## src/rtl/axi_wr_sched_pkg.sv

```systemverilog
// Shared constants for the AXI write-path scheduler: FSM encoding, slave decode map and response codes.
package axi_wr_sched_pkg;

    localparam int AXI_ADDR_W = 32;
    localparam int AXI_LEN_W  = 4;
    localparam int NUM_SLAVES = 3;

    localparam logic [1:0] ST_IDLE = 2'd0;
    localparam logic [1:0] ST_AW   = 2'd1;
    localparam logic [1:0] ST_W    = 2'd2;
    localparam logic [1:0] ST_B    = 2'd3;

    // Every slave owns one 64 KiB window, so a single mask serves all bases.
    localparam logic [AXI_ADDR_W-1:0] SLV_MASK = 32'hFFFF_0000;
    localparam logic [NUM_SLAVES*AXI_ADDR_W-1:0] SLV_BASE =
        {32'h0002_0000, 32'h0001_0000, 32'h0000_0000};

    localparam logic [1:0] BRESP_DECERR = 2'b11;

    function automatic logic slv_hit(input logic [AXI_ADDR_W-1:0] addr, input int s);
        return (addr & SLV_MASK) == SLV_BASE[s*AXI_ADDR_W +: AXI_ADDR_W];
    endfunction

endpackage

```

## src/rtl/axi_wr_scheduler_if.sv

```systemverilog
// Bus bundle between the crossbar fabric and axi_wr_scheduler; DS_* signals exist only with DEFAULT_SLAVE_EN.
interface axi_wr_scheduler_if
    import axi_wr_sched_pkg::*;
#(
    parameter int NM     = 2,
    parameter int NS     = 3,
    parameter int ADDR_W = AXI_ADDR_W
);
    localparam int MSEL_W = (NM > 1) ? $clog2(NM) : 1;

    logic [NM-1:0]           AWVALID_M;
    logic [NM*ADDR_W-1:0]    AWADDR_M;
    logic [NM*AXI_LEN_W-1:0] AWLEN_M;
    logic [NM-1:0]           AWREADY_M;
    logic [NS-1:0]           AWVALID_S;
    logic [NS-1:0]           AWREADY_S;
    logic [MSEL_W-1:0]       W_MSEL;
    logic [NS-1:0]           W_SSEL;
    logic                    WVALID_G;
    logic                    WREADY_G;
    logic                    WLAST_G;
    logic                    BVALID_G;
    logic                    BREADY_G;
    logic                    WLAST_ERR;
    logic                    BUSY;
`ifdef DEFAULT_SLAVE_EN
    logic                    DS_WREADY;
    logic                    DS_BVALID;
    logic [1:0]              DS_BRESP;
`endif

    // master: the fabric side feeding requests; slave: the scheduler itself.
    modport master (
        output AWVALID_M, AWADDR_M, AWLEN_M, AWREADY_S,
        output WVALID_G, WREADY_G, WLAST_G, BVALID_G, BREADY_G,
        input  AWREADY_M, AWVALID_S, W_MSEL, W_SSEL, WLAST_ERR, BUSY
`ifdef DEFAULT_SLAVE_EN
        , input DS_WREADY, DS_BVALID, DS_BRESP
`endif
    );

    modport slave (
        input  AWVALID_M, AWADDR_M, AWLEN_M, AWREADY_S,
        input  WVALID_G, WREADY_G, WLAST_G, BVALID_G, BREADY_G,
        output AWREADY_M, AWVALID_S, W_MSEL, W_SSEL, WLAST_ERR, BUSY
`ifdef DEFAULT_SLAVE_EN
        , output DS_WREADY, DS_BVALID, DS_BRESP
`endif
    );

endinterface

```

## src/rtl/axi_wr_scheduler_rr_arbiter.sv

```systemverilog
// Combinational round-robin arbiter: the first requester at or after ptr (wrapping) gets a one-hot grant.
module rr_arbiter #(
    parameter int NM    = 2,
    parameter int PTR_W = 1
) (
    input  logic [NM-1:0]    req,
    input  logic [PTR_W-1:0] ptr,
    output logic [NM-1:0]    gnt
);

    int   idx;
    logic found;

    always_comb begin
        gnt   = '0;
        found = 1'b0;
        idx   = 0;
        for (int i = 0; i < NM; i++) begin
            idx = int'(ptr) + i;
            if (idx >= NM) idx = idx - NM;
            if (!found && req[idx]) begin
                gnt[idx] = 1'b1;
                found    = 1'b1;
            end
        end
    end

endmodule

```

## src/rtl/axi_wr_scheduler.sv

```systemverilog
// AXI write-path scheduler: arbitrates AW, routes one transaction AW->W->B at a time, checks WLAST.
// Optional feature: define DEFAULT_SLAVE_EN to sink unmapped writes with a DECERR response.
module axi_wr_scheduler
    import axi_wr_sched_pkg::*;
#(
    parameter int NM     = 2,
    parameter int NS     = 3,
    parameter int ADDR_W = AXI_ADDR_W
) (
    input  logic               clk,
    input  logic               rst,
    axi_wr_scheduler_if.slave  bus
);

    localparam int MSEL_W = (NM > 1) ? $clog2(NM) : 1;

    logic [1:0]           state;
    logic [MSEL_W-1:0]    gnt_q;
    logic [MSEL_W-1:0]    rr_ptr;
    logic [NS-1:0]        sel_q;
    logic [AXI_LEN_W-1:0] len_q;
    logic [AXI_LEN_W-1:0] beat_cnt;
    logic                 err_q;
    logic                 ds_active;

    logic [NS-1:0]        hit [NM];
    logic [NM-1:0]        eligible;
    logic [NM-1:0]        arb_gnt;
    logic [MSEL_W-1:0]    arb_idx;
    logic [NS-1:0]        arb_sel;

    logic aw_rdy, aw_fire, w_beat, b_fire;

    // Without a default slave an unmapped request is simply not offered to the arbiter.
    always_comb begin
        eligible = '0;
        for (int m = 0; m < NM; m++) begin
            hit[m] = '0;
            for (int s = 0; s < NS; s++)
                hit[m][s] = slv_hit(AXI_ADDR_W'(bus.AWADDR_M[m*ADDR_W +: ADDR_W]), s);
`ifdef DEFAULT_SLAVE_EN
            eligible[m] = bus.AWVALID_M[m];
`else
            eligible[m] = bus.AWVALID_M[m] & (|hit[m]);
`endif
        end
    end

    rr_arbiter #(.NM(NM), .PTR_W(MSEL_W)) u_arb (
        .req (eligible),
        .ptr (rr_ptr),
        .gnt (arb_gnt)
    );

    always_comb begin
        arb_idx = '0;
        arb_sel = '0;
        for (int m = 0; m < NM; m++) begin
            if (arb_gnt[m]) begin
                arb_idx = MSEL_W'(m);
                arb_sel = hit[m];
            end
        end
    end

`ifdef DEFAULT_SLAVE_EN
    logic ds_q;
    assign ds_active     = ds_q;
    assign bus.DS_WREADY = (state == ST_W) && ds_q;
    assign bus.DS_BVALID = (state == ST_B) && ds_q;
    assign bus.DS_BRESP  = BRESP_DECERR;
`else
    assign ds_active = 1'b0;
`endif

    assign aw_rdy  = ds_active | (|(bus.AWREADY_S & sel_q));
    assign aw_fire = (state == ST_AW) && bus.AWVALID_M[gnt_q] && aw_rdy;
    assign w_beat  = (state == ST_W) && bus.WVALID_G && (bus.WREADY_G || ds_active);
    assign b_fire  = (state == ST_B) && (bus.BVALID_G || ds_active) && bus.BREADY_G;

    assign bus.AWVALID_S = ((state == ST_AW) && bus.AWVALID_M[gnt_q]) ? sel_q : '0;
    assign bus.AWREADY_M = ((state == ST_AW) && aw_rdy) ? (NM'(1) << gnt_q) : '0;
    assign bus.W_SSEL    = ((state == ST_W) || (state == ST_B)) ? sel_q : '0;
    assign bus.W_MSEL    = gnt_q;
    assign bus.WLAST_ERR = err_q;
    assign bus.BUSY      = (state != ST_IDLE);

    // The route (grant, slave, length) is frozen at grant time and held until B completes.
    always_ff @(posedge clk) begin
        if (rst) begin
            state    <= ST_IDLE;
            gnt_q    <= '0;
            rr_ptr   <= '0;
            sel_q    <= '0;
            len_q    <= '0;
            beat_cnt <= '0;
            err_q    <= 1'b0;
`ifdef DEFAULT_SLAVE_EN
            ds_q     <= 1'b0;
`endif
        end else begin
            case (state)
                ST_IDLE: if (|arb_gnt) begin
                    gnt_q <= arb_idx;
                    sel_q <= arb_sel;
                    len_q <= bus.AWLEN_M[arb_idx*AXI_LEN_W +: AXI_LEN_W];
`ifdef DEFAULT_SLAVE_EN
                    ds_q  <= ~(|arb_sel);
`endif
                    state <= ST_AW;
                end
                ST_AW: if (aw_fire) begin
                    beat_cnt <= '0;
                    state    <= ST_W;
                end
                ST_W: if (w_beat) begin
                    if (beat_cnt != {AXI_LEN_W{1'b1}}) beat_cnt <= beat_cnt + 1'b1;
                    if (bus.WLAST_G != (beat_cnt == len_q)) err_q <= 1'b1;
                    if (bus.WLAST_G) state <= ST_B;
                end
                default: if (b_fire) begin
                    rr_ptr <= (gnt_q == MSEL_W'(NM-1)) ? '0 : gnt_q + 1'b1;
                    state  <= ST_IDLE;
                end
            endcase
        end
    end

endmodule

```

## src/flat_wrapper.sv

```systemverilog
// flat-port wrapper written by rule: the top's interface ports become plain ports
module axi_wr_scheduler_flat import axi_wr_sched_pkg::*;
#(
    parameter int NM     = 2,
    parameter int NS     = 3,
    parameter int ADDR_W = AXI_ADDR_W
)
  (clk, rst, bus_AWVALID_M, bus_AWADDR_M, bus_AWLEN_M, bus_AWREADY_S, bus_WVALID_G, bus_WREADY_G, bus_WLAST_G, bus_BVALID_G, bus_BREADY_G, bus_AWREADY_M, bus_AWVALID_S, bus_W_MSEL, bus_W_SSEL, bus_WLAST_ERR, bus_BUSY);
  axi_wr_scheduler_if #(.NM(NM), .NS(NS), .ADDR_W(ADDR_W)) bus_i ();
  input  logic clk;
  input  logic rst;
  input wire logic [$bits(bus_i.AWVALID_M)-1:0] bus_AWVALID_M;
  input wire logic [$bits(bus_i.AWADDR_M)-1:0] bus_AWADDR_M;
  input wire logic [$bits(bus_i.AWLEN_M)-1:0] bus_AWLEN_M;
  input wire logic [$bits(bus_i.AWREADY_S)-1:0] bus_AWREADY_S;
  input wire logic [$bits(bus_i.WVALID_G)-1:0] bus_WVALID_G;
  input wire logic [$bits(bus_i.WREADY_G)-1:0] bus_WREADY_G;
  input wire logic [$bits(bus_i.WLAST_G)-1:0] bus_WLAST_G;
  input wire logic [$bits(bus_i.BVALID_G)-1:0] bus_BVALID_G;
  input wire logic [$bits(bus_i.BREADY_G)-1:0] bus_BREADY_G;
  output wire logic [$bits(bus_i.AWREADY_M)-1:0] bus_AWREADY_M;
  output wire logic [$bits(bus_i.AWVALID_S)-1:0] bus_AWVALID_S;
  output wire logic [$bits(bus_i.W_MSEL)-1:0] bus_W_MSEL;
  output wire logic [$bits(bus_i.W_SSEL)-1:0] bus_W_SSEL;
  output wire logic [$bits(bus_i.WLAST_ERR)-1:0] bus_WLAST_ERR;
  output wire logic [$bits(bus_i.BUSY)-1:0] bus_BUSY;
  assign bus_i.AWVALID_M = bus_AWVALID_M;
  assign bus_i.AWADDR_M = bus_AWADDR_M;
  assign bus_i.AWLEN_M = bus_AWLEN_M;
  assign bus_i.AWREADY_S = bus_AWREADY_S;
  assign bus_i.WVALID_G = bus_WVALID_G;
  assign bus_i.WREADY_G = bus_WREADY_G;
  assign bus_i.WLAST_G = bus_WLAST_G;
  assign bus_i.BVALID_G = bus_BVALID_G;
  assign bus_i.BREADY_G = bus_BREADY_G;
  assign bus_AWREADY_M = bus_i.AWREADY_M;
  assign bus_AWVALID_S = bus_i.AWVALID_S;
  assign bus_W_MSEL = bus_i.W_MSEL;
  assign bus_W_SSEL = bus_i.W_SSEL;
  assign bus_WLAST_ERR = bus_i.WLAST_ERR;
  assign bus_BUSY = bus_i.BUSY;
  axi_wr_scheduler #(.NM(NM), .NS(NS), .ADDR_W(ADDR_W)) u_core (.clk(clk), .rst(rst), .bus(bus_i));
endmodule
```

## config.mk

```make
export PLATFORM = sky130hd
export DESIGN_NAME = axi_wr_scheduler_flat
export DESIGN_NICKNAME = d
export VERILOG_FILES = /design/src/rtl/axi_wr_sched_pkg.sv /design/src/rtl/axi_wr_scheduler_if.sv /design/src/rtl/axi_wr_scheduler_rr_arbiter.sv /design/src/rtl/axi_wr_scheduler.sv /design/src/flat_wrapper.sv
export SDC_FILE = /design/constraint.sdc
export NUM_CORES = 1
export LEC_CHECK = 0
export ABC_AREA = 1
export ABC_CLOCK_PERIOD_IN_PS = 2200
export CORE_MARGIN = 1.5
export CORE_UTILIZATION = 35
export DETAILED_ROUTE_END_ITERATION = 6
export PLACE_DENSITY = 0.82
export SYNTH_ARGS = -nofsm -noshare
export SYNTH_HDL_FRONTEND = slang
export SYNTH_SLANG_ARGS = --single-unit
```

## constraint.sdc

```tcl
create_clock -name clk -period 2.2 [get_ports clk]
set_input_delay 0.44 -clock clk [delete_from_list [all_inputs] [get_ports clk]]
set_output_delay 0.44 -clock clk [all_outputs]
set_load 0.01 [all_outputs]
```

==> results of run 1 <==
kinds of logic (layout without fill, tap and decap cells):
kind of cell               Yosys count  in the layout
adders and majority gates            6              6
AOI/OAI and AO/OA                   17             17
xor gates and xnor gates             6              6
DFF                                 16             16
and+or+nand+nor                    149            149
buffers and inverters               35            105
final cells by class:
| class | count | area share (%) |
|---|---|---|
| timing repair buffer | 68 | 31.2 |
| tap | 48 | 2.83 |
| sequential | 16 | 15.2 |
| inverter | 34 | 6.25 |
| multi-input combinational | 178 | 42.6 |
| clock buffer | 3 | 1.95 |
power by group:
group / leakage, nW / switching [W] / internal, W / total [W]
Combinational: 0.836 / 0.000210 / 0.000209 / 0.000419
Clock: 0.0216 / 0.0000932 / 0.000121 / 0.000214
Sequential: 0.130 / 0.0000220 / 0.000308 / 0.000330
timing repair:
item	in CTS	in global routing
gates resized for setup	4	5
gates cloned	0	0
setup endpoints to repair	4	5
cell usage in the layout (no fill, tap or decap), drive strengths merged:
| master | instances |
|---|---|
| a21oi | 10 |
| buf | 6 |
| clkbuf | 3 |
| clkdlybuf4s50 | 57 |
| clkinv | 2 |
| dfxtp | 16 |
| dlygate4sd2 | 4 |
| dlymetal6s2s | 1 |
| ha | 6 |
| inv | 32 |
| nand2 | 58 |
| nand3 | 17 |
| nand3b | 3 |
| nand4 | 5 |
| nor2 | 64 |
| nor3 | 1 |
| nor4 | 1 |
| o2111ai | 1 |
| o21ai | 5 |
| o22ai | 1 |
| xor2 | 6 |
critical path, delay by kind of cell:
kind / cells / cell delay, ns
buffers and inverters: 3 / 0.87
and+or+nand+nor: 3 / 0.32
layer usage:
metal | vias up | track usage (%) | wire [um]
met3 | 2 | 4.45 | 169
met2 | 29 | 32.9 | 1760
met4 | 0 | 2.34 | 10
li1 | 853 | - | -
met1 | 676 | 20.4 | 1540
met5 | - | 0 | 0
state kept, by name (all words and copies together) (netlist names):
signal,cells
u_core.bus.W_MSEL,1
u_core.state,2
u_core.len_q,4
u_core.rr_ptr,1
u_core.bus.WLAST_ERR,1
u_core.sel_q,3
u_core.beat_cnt,4
synthesized netlist by cell type:
| master | n |
|---|---|
| nor2_2 | 1 |
| nor3_2 | 1 |
| clkinv_1 | 1 |
| o21ai_0 | 2 |
| nand3b_1 | 2 |
| inv_2 | 4 |
| clkinv_4 | 1 |
| nand3b_2 | 1 |
| nand2_1 | 53 |
| xor2_1 | 6 |
| nor2_1 | 61 |
| nor4_1 | 1 |
| nand2_2 | 4 |
| o2111ai_1 | 1 |
| o22ai_1 | 1 |
| a21oi_4 | 1 |
| nand3_2 | 3 |
| dfxtp_1 | 16 |
| clkbuf_1 | 1 |
| a21oi_1 | 9 |
| nor2_4 | 2 |
| nand4_1 | 5 |
| inv_1 | 28 |
| ha_1 | 6 |
| o21ai_1 | 3 |
| nand2_4 | 1 |
| nand3_1 | 14 |
through the flow:
stage / instance area [um^2] / setup TNS, ns / setup WS [ns] / total power (W)
global placement: 2070 / -0.407 / -0.129 / 0.000732
detailed placement: 2070 / -0.419 / -0.154 / 0.000738
finish: 2120 / 0 / 0.129 / 0.000964
global route: 2120 / 0 / 0.0157 / 0.00103
CTS: 2110 / 0 / 0.00614 / 0.000953
floorplan: 1350 / 0 / 0.651 / 0.000562
path summary, 6_finish.rpt:
kind                                              to  slack [ns]  cells past startpoint
worst max-delay path                bus_AWVALID_S[0]        0.13                      6
worst min-delay path            u_core.bus.WLAST_ERR        0.45                      2
worst max register to register       u_core.state[1]        0.57                     10
worst min register to register  u_core.bus.WLAST_ERR        0.45                      2
==> impl_metrics.csv, run 1 <==
group,metric,value,unit
synthesis,synth-xor-area-share,3.89,%
synthesis,synth_seq_cells,16,
setup_path,setup.worst_path.end_class,"output pin",
floorplan,coreArea,3690,um^2
synthesis,yosys-mux-area-fraction,0,%
setup_path,crit_start,"bus_AWVALID_M[0]",
synthesis,synth_top_area_share,23.7,%
worst_hold_path,min_path_type,"flip-flop to flip-flop",
synthesis,synth_area_leaders,"dfxtp_1 24%, nor2_1 17%, nand2_1 15%",
setup_path,crit_fanout,3,
finish,diodes,0,
routing,drtAntennaViolNets,0,
synthesis,synth_area_leader_cell,"dfxtp_1",
global_route,track_usage,17.5,%
setup_path,crit_arrival,1.63,ns
clock_network,cts_tree,"built",
global_route,grt_first_pass_wirelength,6.00,mm
sta,skew,0.00410,ns
clock_network,post_cts_buffers,0,
synthesis,synth_top_family_by_area,"simple AND/OR/NAND/NOR gates",
finish,layout.core_utilization,57.5,%
global_route,grt_antenna_before_repair,0,
floorplan,rows,22,
routing,vias,1560,
setup_path,max_stage_delay,0.49,ns
finish,nets,391,
clock_network,clock_tree.buffer_depth,2,
sta,drv_slew,0,
clock_network,hold_buffers,0,
finish,fill_cells,370,
global_route,grt_max_degree,10,
setup_path,cp_common_cell,"nor2_1",
setup_path,rr_startpoint,"u_core.state[0]",
floorplan,die-width,65.2,um
sta,rsz0062_at_grt,"false",
setup_path,crit_slowest_cell,"clkdlybuf4s50_1",
sta,setup_viol,0,
clock_network,clock-root-buffer,"clkbuf_8",
clock_network,clk_pin_slew,0.06,ns
synthesis,synthSimpleGateAreaFrac,49.3,%
sta,hold_slack,0.446,ns
synthesis,synth_compound_area_share,7.49,%
finish,ff_latch_area,322,um^2
setup_path,critPathRequiredTime,1.76,ns
routing,wl_per_cell,10.0,um
sta,worst_slew_pin_slew,0.269,ns
sta,slew_headroom,81.8,%
power_and_ir_drop,leakagePower,0.987,nW
floorplan,die_area,4250,um^2
placement,hpwl,2.94,mm
synthesis,synth_area,1350,um^2
finish,multi_input_area,903,um^2
global_route,grt_pass1_vias,1477,
placement,portBuffers,62,
setup_path,path_class,"input pin to output pin",
finish,drive_above_1_share,10.7,%
synthesis,yosysWarningCount,0,
finish,stdcell_count,347,
sta,timing.final.crit_share,94.1,%
sta,finalHoldViolCount,0,
worst_hold_path,min-delay-start,"u_core.bus.WLAST_ERR",
run,cap_violations,0,
clock_network,clk_latency,0.25,ns
setup_path,crit_chain,"clkdlybuf4s50_1 > nor2_1 > nor3_2 > inv_1 > nor2_1 > dlygate4sd2_1",
clock_network,cts.htree.levels,1,
routing,via_per_inst,4.50,
outcome,status,"finished, final reports clean",
placement,dp.cells,344,
sta,min_period,2.07,ns
synthesis,synth.avg_cell_area,5.91,um^2
floorplan,die_y,65.2,um
synthesis,synth.net_count,319,
floorplan,io_pins,95,
global_route,grt_overflow_total,0,
clock_network,cts_buffers,3,
routing,drt-initial-drc-count,61,
power_and_ir_drop,vdd_drop_max,0.349,mV
floorplan,start_util,36.7,%
routing,dr.pass1.iters,6,
power_and_ir_drop,p_per_area,454,nW/um^2
synthesis,ys_seq_area_share,23.7,%
synthesis,synthAdderAreaFrac,5.55,%
placement,place.gp.congestion,0.818,
routing,routed_wl,3.48,mm
setup_path,startpoint_type,"input pin",
finish,syn_to_final_growth,56.9,%
routing,drc,0,
clock_network,cts.sinks,16,
synthesis,ys_types,27,
synthesis,syn-instance-count,229,
sta,max_freq,483,MHz
No activity file was read; power rests on OpenSTA's default activity.
==> run 2, diff against run 1 <==
ABC_CLOCK_PERIOD_IN_PS = unset   (was 2200)
==> results of run 2 <==
Final layout, timing and power as in run 1 (identical DEF).
==> RTL edit (flow settings as in run 1) <==
`NM` is set to 2 in 4 places; all go to 1.
--- a/src/rtl/axi_wr_scheduler_if.sv
+++ b/src/rtl/axi_wr_scheduler_if.sv
@@ -3,5 +3,5 @@
     import axi_wr_sched_pkg::*;
 #(
-    parameter int NM     = 2,
+    parameter int NM     = 1,
     parameter int NS     = 3,
     parameter int ADDR_W = AXI_ADDR_W
--- a/src/rtl/axi_wr_scheduler_rr_arbiter.sv
+++ b/src/rtl/axi_wr_scheduler_rr_arbiter.sv
@@ -1,5 +1,5 @@
 // Combinational round-robin arbiter: the first requester at or after ptr (wrapping) gets a one-hot grant.
 module rr_arbiter #(
-    parameter int NM    = 2,
+    parameter int NM    = 1,
     parameter int PTR_W = 1
 ) (
--- a/src/rtl/axi_wr_scheduler.sv
+++ b/src/rtl/axi_wr_scheduler.sv
@@ -4,5 +4,5 @@
     import axi_wr_sched_pkg::*;
 #(
-    parameter int NM     = 2,
+    parameter int NM     = 1,
     parameter int NS     = 3,
     parameter int ADDR_W = AXI_ADDR_W
--- a/src/flat_wrapper.sv
+++ b/src/flat_wrapper.sv
@@ -2,5 +2,5 @@
 module axi_wr_scheduler_flat import axi_wr_sched_pkg::*;
 #(
-    parameter int NM     = 2,
+    parameter int NM     = 1,
     parameter int NS     = 3,
     parameter int ADDR_W = AXI_ADDR_W
Interface: changed (resized bus_AWADDR_M, bus_AWLEN_M, bus_AWREADY_M and bus_AWVALID_M); port bits go from 95 to 57. No check against the original RTL was run, so the function may have changed too.
==> RTL edit against run 1 <==
Design area decreased by 32%. Total power decreased by 8.8%. Sequential cell count decreased by 2. Synthesized cell count decreased by 34%. Setup slack improved by 0.011 ns. Routed wire length decreased by 39%. Synthesized area decreased by 30%. Critical endpoint is now bus_BUSY. Critical path depth decreased by 2.
==> RTL edit: results (changes against run 1) <==
[route]
finalWirelength_um = 2120  ; was 3480 um
drt_pass1_iterations = 4  ; was 6
viasPerCell = 4.49  ; was 4.50

[synth]
synthTopCellsByCount = nand2_1, nor2_1, dfxtp_1, inv_1, a21oi_1  ; was nor2_1, nand2_1, inv_1
synth_cell_types = 23  ; was 27
seq_area_frac_synth = 0.294  ; was 0.237
synth_nets = 202  ; was 319
synthAdderAreaFrac = 0.0657  ; was 0.0555
synth_compound_area_frac = 0.0749  ; about the same
synth_area_leaders = dfxtp_1, nand2_1, nor2_1  ; was dfxtp_1, nor2_1, nand2_1
synth_xor_area_frac = 0.0552  ; was 0.0389

[global_route]
grt_util_all_layers = 0.166  ; was 0.175
met3_usage = 0.0242  ; was 0.0445
grt_first_pass_wirelength_um = 3570  ; was 6000 um
grtUsageMet1 = 0.202  ; was 0.204
use_met2 = 0.282  ; was 0.329
grt_pass1_vias = 858  ; was 1477

[place]
dpl_cell_area_um2 = 1380  ; was 2070 um^2
place_ws_ns = 0.0785  ; was -0.154 ns
hpwl_um = 1720  ; was 2940 um
place_congestion = 0.791  ; was 0.818
port_buffers = 39  ; was 62

[critical_path]
critical_path.startpoint = u_core.state[0]  ; was bus_AWVALID_M[0]
slowest_delay_ns = 0.53  ; was 0.49 ns
reg2reg_to = u_core.beat_cnt[2]  ; was u_core.state[1]
r2r_setup_slack_ns = 0.62  ; was 0.57 ns
cp-endpoint = bus_BUSY  ; was bus_AWVALID_S[0]

[power_and_ir_drop]
ir_drop_mv = 0.468  ; was 0.349 mV
p_int_uw = 551  ; was 638 uW
p_leak_uw = 0.000722  ; was 0.000987 uW

[finish]
drive_gt1_frac = 0.0933  ; was 0.107
fill_cells = 266  ; was 370
nets = 246  ; was 391

[clock_network]
clk_latency_ns = 0.29  ; was 0.25 ns
cts_root_buf = clkbuf_4  ; was clkbuf_8
path_clk_slew_ns = 0.09  ; was 0.06 ns
postCtsSetupBuffers = 0  ; unchanged
post_cts_resized = 0  ; was 4

[sta]
worst_slack_ns = 0.140  ; was 0.129 ns

[outcome]
status = finished clean  ; unchanged

==> RTL edit: area by class of cell <==
cell class,count,area (um^2),share of cell area
Multi-Input combinational cell,118,597,0.417
Timing Repair Buffer,41,415,0.290
Sequential cell,14,282,0.197
Inverter,16,65.1,0.0454
Tap cell,30,37.5,0.0262
Clock buffer,4,36.3,0.0253
==> RTL edit: cell families (layout without fill, tap and decap cells) <==
family | Yosys count | in the layout
flops | 14 | 14
xor+xnor | 6 | 6
compound gates | 13 | 13
simple gates | 93 | 93
fa+ha+maj | 5 | 5
buf+inv | 18 | 61
other cells | 1 | 1
==> RTL edit: per-layer routing <==
metal | vias to the layer above | routed length, um
met5 | - | 0
met1 | 422 | 1000
met4 | 0 | 44
met3 | 5 | 94
li1 | 551 | -
met2 | 23 | 981
==> RTL edit: critical path, delay by kind of cell (launching register included) <==
family | cells | cell delay [ns]
buffers and inverters | 3 | 0.69
adder cells (fa/ha/maj) | 1 | 0.27
flip-flops | 1 | 0.37
==> RTL edit: power groups by stage <==
stage / sequential [uW] / clock (uW) / combinational (uW)
2_1_floorplan: 296 / 0 / 259
3_3_place_gp: 300 / 0 / 380
3_5_place_dp: 302 / 0 / 387
4_1_cts: 296 / 199 / 389
5_1_grt: 302 / 210 / 449
6_report: 297 / 190 / 392
==> RTL edit: worst min-delay path by stage <==
stage                                    start                    to  cells past startpoint
final                     u_core.bus.WLAST_ERR  u_core.bus.WLAST_ERR                      1
after global routing      u_core.bus.WLAST_ERR  u_core.bus.WLAST_ERR                      1
after CTS                 u_core.bus.WLAST_ERR  u_core.bus.WLAST_ERR                      1
after detailed placement  u_core.bus.WLAST_ERR  u_core.bus.WLAST_ERR                      1
after global placement    u_core.bus.WLAST_ERR  u_core.bus.WLAST_ERR                      1
after floorplan                u_core.len_q[1]       u_core.len_q[1]                      2
==> RTL edit: per-stage QoR <==
| step | power [uW] | util | std cells | hold slack [ns] |
|---|---|---|---|---|
| finish | 879 | 0.568 | 223 | 0.473 |
| global route | 961 | 0.568 | 223 | 0.490 |
| CTS | 883 | 0.563 | 223 | 0.476 |
| detailed placement | 689 | 0.548 | 219 | 0.454 |
| global placement | 681 | 0.548 | 219 | 0.447 |
| floorplan | 554 | - | 150 | 0.457 |
